==> config.mk <==
export PLATFORM = sky130hd
export DESIGN_NAME = onehot_encode_pipe
export DESIGN_NICKNAME = d
export VERILOG_FILES = /design/src/rtl/onehot_encode_pipe.sv
export SDC_FILE = /design/constraint.sdc
export NUM_CORES = 1
export LEC_CHECK = 0
export BUFFER_PORTS_ARGS = -buffer_cell sky130_fd_sc_hd__buf_2
export CORE_AREA = 2 2 39 41
export CTS_CLUSTER_SIZE = 28
export DETAILED_ROUTE_END_ITERATION = 8
export DIE_AREA = 0 0 41 43
export HOLD_SLACK_MARGIN = 0.02
export RECOVER_POWER = 100
export SYNTH_ARGS = -nofsm -noshare
export SYNTH_HDL_FRONTEND = slang
export SYNTH_SLANG_ARGS = --single-unit
==> constraint.sdc <==
create_clock -name clk -period 1.5 [get_ports clk]
set_input_delay 0.45 -clock clk [delete_from_list [all_inputs] [get_ports clk]]
set_output_delay 0.45 -clock clk [all_outputs]
set_load 0.01 [all_outputs]
==> src/rtl/onehot_encode_pipe.sv <==
// Two-stage registered one-hot to binary encoder with valid/ready flow control.
// Optional build macro ONEHOT_ERR_CNT_EN adds saturating zero-hot/multi-hot counters.
module onehot_encode_pipe #(
    parameter int unsigned WIDTH        = 4,
    parameter int unsigned PRIORITY_LSB = 1,
    parameter int unsigned CNT_W        = 8,
    localparam int unsigned IDX_W       = $clog2(WIDTH)
) (
    input  logic             clk,
    input  logic             rst,
    input  logic             in_valid,
    output logic             in_ready,
    input  logic [WIDTH-1:0] in_vec,
    output logic             out_valid,
    input  logic             out_ready,
    output logic [IDX_W-1:0] out_idx,
    output logic             out_zero,
    output logic             out_multi
`ifdef ONEHOT_ERR_CNT_EN
    ,
    input  logic             cnt_clr,
    output logic [CNT_W-1:0] zero_cnt,
    output logic [CNT_W-1:0] multi_cnt
`endif
);

    logic             s1_valid;
    logic [WIDTH-1:0] s1_vec;
    logic             s2_adv;
    logic [IDX_W-1:0] enc_idx;
    logic             enc_zero;
    logic             enc_multi;

    // S2 can take a new word when empty or draining this cycle
    assign s2_adv   = !out_valid || out_ready;
    assign in_ready = !rst && (!s1_valid || s2_adv);

    // Scan toward the winning end so the last hit is the priority bit
    always_comb begin
        enc_idx   = '0;
        enc_zero  = 1'b1;
        enc_multi = 1'b0;
        for (int i = 0; i < int'(WIDTH); i++) begin
            int j;
            j = (PRIORITY_LSB != 0) ? (int'(WIDTH) - 1 - i) : i;
            if (s1_vec[j]) begin
                if (!enc_zero) begin
                    enc_multi = 1'b1;
                end
                enc_zero = 1'b0;
                enc_idx  = IDX_W'(j);
            end
        end
    end

    // Stage 1: capture the raw request vector
    always_ff @(posedge clk or posedge rst) begin
        if (rst) begin
            s1_valid <= 1'b0;
            s1_vec   <= '0;
        end else if (!s1_valid || s2_adv) begin
            s1_valid <= in_valid;
            if (in_valid) begin
                s1_vec <= in_vec;
            end
        end
    end

    // Stage 2: encoded result, held while the consumer stalls
    always_ff @(posedge clk or posedge rst) begin
        if (rst) begin
            out_valid <= 1'b0;
            out_idx   <= '0;
            out_zero  <= 1'b0;
            out_multi <= 1'b0;
        end else if (s2_adv) begin
            out_valid <= s1_valid;
            if (s1_valid) begin
                out_idx   <= enc_idx;
                out_zero  <= enc_zero;
                out_multi <= enc_multi;
            end
        end
    end

`ifdef ONEHOT_ERR_CNT_EN
    // Saturating error counters; clear wins over a same-cycle increment
    always_ff @(posedge clk or posedge rst) begin
        if (rst) begin
            zero_cnt  <= '0;
            multi_cnt <= '0;
        end else if (cnt_clr) begin
            zero_cnt  <= '0;
            multi_cnt <= '0;
        end else if (out_valid && out_ready) begin
            if (out_zero && (zero_cnt != '1)) begin
                zero_cnt <= zero_cnt + CNT_W'(1);
            end
            if (out_multi && (multi_cnt != '1)) begin
                multi_cnt <= multi_cnt + CNT_W'(1);
            end
        end
    end
`else
    logic unused_cnt_w;
    assign unused_cnt_w = ^CNT_W;
`endif

endmodule

Word-level counts from Yosys, hierarchy flattened:

Cells that the tools add are included.

* mux-type cells: 14
* reduce and logical (&&, ||, !) cells: 8

Operator list (count)
* 2-to-1 mux 1 bit: 10
* 2-to-1 mux 2 bit: 4
* AND reduction 2 bit: 2
* logical NOT 1 bit: 3
* logical OR 1 bit: 2
* logical AND 1 bit: 1

* input bits: 8
* bits in registers: 10
* logic and storage cells: 28
* output and inout port bits: 6

Depth between registers and ports, before layout:

* depth in word-level cells: 6
* gate-level depth with buffers: 3
* mapped depth without buffers: 3

Worst setup path before layout:

OpenSTA, ideal clock, no wires.

* kind: input-to-output
* start: in rst
* end: out in_ready
* cell stages on the path: 2
* setup slack: 0.144 ns
* path buffers: 0
* data arrival time: 0.906 ns
* cells stage by stage: inv_1 -> and2_1

* cells in the longest elaborated chain, start to end: 2

RTL lines
* from (decl): RTL line 10 `input logic rst,`
* logical NOT 1 bit (no line)
* logical AND 1 bit: RTL line 36 `assign in_ready = !rst && (!s1_valid || s2_adv);`
* to (decl): RTL line 12 `output logic in_ready,`

Every way passes these cells.

Final worst setup path:

* start: reg out_valid
* end: out in_ready

* cells in the longest elaborated chain, start to end: 4

RTL lines
* from (decl): RTL line 14 `output logic out_valid,`
* from (signal assigned): RTL line 77 `out_valid <= s1_valid;`
* logical NOT 1 bit: RTL line 35 `assign s2_adv = !out_valid || out_ready;`
* logical OR 1 bit: RTL line 35
* logical OR 1 bit: RTL line 36
* logical AND 1 bit: RTL line 36

Every way passes these cells.

==> flow_metrics.py <==
metrics = {
    "finish": {
        "final_area_sq_um": 614,
        "fin_cells": 70,
        "nNetsFinal": 64,
        "drive_gt1_frac": 0.556,
        "antenna_cells": 0,
        "num-fill-cells": 136,
        "multiInputGateArea_sq_um": 220,
        "syn_to_final_growth_pct": 32.7,
        "fin_util": 0.444,
        "layout.area.seq_sq_um": 250,
    },
    "clock_tree": {
        "clockBufferDepth": 2,
        "ctsHoldBuffers": 0,
        "clk_latency_ns": 0.26,
        "clkTransAtPathRegs_ns": 0.06,
        "clock_sinks": 10,
        "htree_levels": 1,
        "cts-root-buf": "clkbuf_4",
        "cts_tree": "done",
        "cts_buffers": 3,
    },
    "sta": {
        "fmax_mhz": 685,
        "worst_slack_ns": 0.0406,
        "rsz0062_at_grt": "true",
        "post-route-period-util": 0.973,
        "hold_violations": 0,
        "slew_viol_final": 0,
        "setup_viol": 0,
        "period_needed_ns": 1.46,
        "tightest_slew_ns": 0.293,
        "final.setup_skew_ns": 0.00118,
        "maxSlewHeadroom": 0.802,
    },
    "die": {
        "die_h_um": 43,
        "die_width_um": 41,
        "initial_utilization": 0.335,
        "fp.coreArea_sq_um": 1380,
        "rows": 14,
        "ios": 14,
        "dieArea_sq_um": 1760,
    },
    "critical_path": {
        "worstSetupEndpointType": "output pin",
        "reg2reg_depth": 5,
        "critPathTopFamily": "flip-flops",
        "worstPathCellList": "nand3b_4 > and2_4 > buf_6",
        "worst-path-buf-inv": 1,
        "crit_arrival_ns": 1.01,
        "rrSetupSlack_ns": 0.23,
        "start_kind": "flop",
        "cp_slowest_stage_delay_ns": 0.41,
        "worstPathRequired_ns": 1.05,
        "path_class": "flop to output pin",
        "timing.rr.end": "s1_vec[1]",
        "crit_slowest_cell": "dfrtp_1",
        "crit_fanout": 3,
        "reg2reg_from": "out_valid",
        "startpoint": "out_valid",
    },
    "place": {
        "port-buffer-count": 13,
        "dp_hpwl_um": 573,
        "dp.cells": 65,
        "gp_congestion": 0.683,
        "placed_cell_area_sq_um": 563,
        "place_ws_ns": 0.0185,
    },
    "global_route": {
        "gr-total-overflow": 0,
        "grt_pass1_vias": 300,
        "met1_usage": 0.130,
        "grt_max_degree": 11,
        "busiest_layer": "met2",
        "gr-usage-met3": 0.0314,
        "antenna_found_initial": 0,
        "grt_pass1_wl_mm": 1.18,
        "track_usage": 0.106,
        "grt_use_met2": 0.138,
    },
    "worst_hold_path": {
        "hold_class": "input pin to asynchronous set/reset pin",
    },
    "synth": {
        "ys_types": 19,
        "synth_nets": 42,
        "syn_inst": 34,
        "syn_area_per_cell_sq_um": 13.6,
        "syn-cell-area_sq_um": 463,
        "yosysSeqAreaShare": 0.541,
        "yosys_warnings": 0,
        "ys_seq_elements": 10,
    },
    "job": {
        "cap_violations": 0,
    },
    "route": {
        "wire_per_inst_um": 10.8,
        "drt_pass1_iterations": 2,
        "vias_per_cell": 4.71,
        "via_count": 330,
        "ant_nets": 0,
        "route.detailed.drc": 0,
        "wl_um": 757,
        "drt_iter0_markers": 1,
    },
    "outcome": {
        "status": "finished, final reports clean",
    },
    "pwr": {
        "power_density_nw_per_um2": 1120,
        "p_leak_uw": 0.000306,
        "ir_worst_vdd_mv": 0.517,
    },
}
-- worst max path at each step --
stage                          end  slack (ns)  depth (start not counted)
after floorplan           in_ready        0.14                          2
after global placement    in_ready        0.02                          4
after detailed placement  in_ready        0.02                          4
after CTS                 in_ready       0.001                          3
after global routing      in_ready      -0.006                          3
final                     in_ready        0.04                          3
-- per-stage QoR --
step | total power (uW) | setup TNS [ns] | hold WS (ns)
3_3_place_gp | 505 | 0 | 0.444
3_5_place_dp | 508 | 0 | 0.455
6_report | 690 | 0 | 0.175
4_1_cts | 695 | 0 | 0.167
5_1_grt | 735 | -0.00583 | 0.202
2_1_floorplan | 449 | 0 | 0.295
-- worst min-delay path, stage by stage --
cell and delay, ns:
buf_2 0.09, inv_1 0.06, buf_4 0.18
-- power breakdown --
part | leakage (uW) | switching [uW] | total, uW | internal, uW
combinational | 0.000173 | 63.3 | 160 | 96.6
clock | 0.0000138 | 86.5 | 179 | 92.5
sequential | 0.000120 | 39.4 | 351 | 312
total | 0.000306 | 189 | 690 | 501
-- cell usage after synthesis --
| library cell | number | area [sq um] |
|---|---|---|
| nand2b_1 | 1 | 6.26 |
| nand2_4 | 1 | 11.3 |
| nor2_1 | 2 | 7.51 |
| nor2b_1 | 1 | 6.26 |
| nand2_2 | 1 | 6.26 |
| mux2_4 | 4 | 60.1 |
| o211ai_1 | 1 | 7.51 |
| inv_1 | 1 | 3.75 |
| nand3b_2 | 1 | 11.3 |
| dfrtp_1 | 10 | 250 |
| nor4_1 | 1 | 6.26 |
| or2b_1 | 1 | 7.51 |
| o311ai_0 | 1 | 8.76 |
| mux2_2 | 2 | 22.5 |
| and2_1 | 1 | 6.26 |
| o2bb2ai_1 | 2 | 17.5 |
| nand2b_2 | 1 | 8.76 |
| nor3_1 | 1 | 5.00 |
| maj3_1 | 1 | 10.0 |
-- what timing repair did --
item / CTS / global route
resized for setup: 0 / 3
setup endpoints to repair: 1 / 1
pin swaps: 0 / 2
buffers inserted: 1 / 1
-- per-layer routing --
metal / part of all wire / routed length, um
met2: 0.48 / 367
met1: 0.47 / 353
met5: 0 / 0
met3: 0.048 / 36
met4: 0 / 0
-- area by class of cell --
type | count | area share
Multi-Input combinational cell | 23 | 0.358
Inverter | 1 | 0.00611
Sequential cell | 10 | 0.407
Tap cell | 16 | 0.0326
Timing Repair Buffer | 17 | 0.159
Clock buffer | 3 | 0.0367
-- registers in the layout (all words and copies together) (netlist names) --
register   flops
out_idx        2
out_multi      1
out_valid      1
out_zero       1
s1_valid       1
s1_vec         4
-- logic make-up (layout without fill, tap and decap cells) --
group	Yosys count	after routing	share of synthesized area
compound gates	4	4	0.0730
buf+inv	1	21	0.00810
fa+ha+maj	1	1	0.0216
mux	6	6	0.178
flops	10	10	0.541
simple gates	12	12	0.178
-- cell usage in the layout (no fill, tap or decap) --
cell and n:
buf_2 12, dfrtp_1 10, mux2_4 4, clkbuf_4 3, buf_4 3, nor2_1 2
o2bb2ai_1 2, mux2_2 2, nand3b_4 1, nand2_4 1, nand2b_2 1, nand2_2 1
o311ai_0 1, maj3_1 1, nor4_1 1, nor3_1 1, nand2b_1 1, inv_1 1
and2_4 1, or2b_1 1, nor2b_1 1, o211ai_1 1, buf_6 1, clkbuf_1 1
No activity file was read; power rests on OpenSTA's default activity.
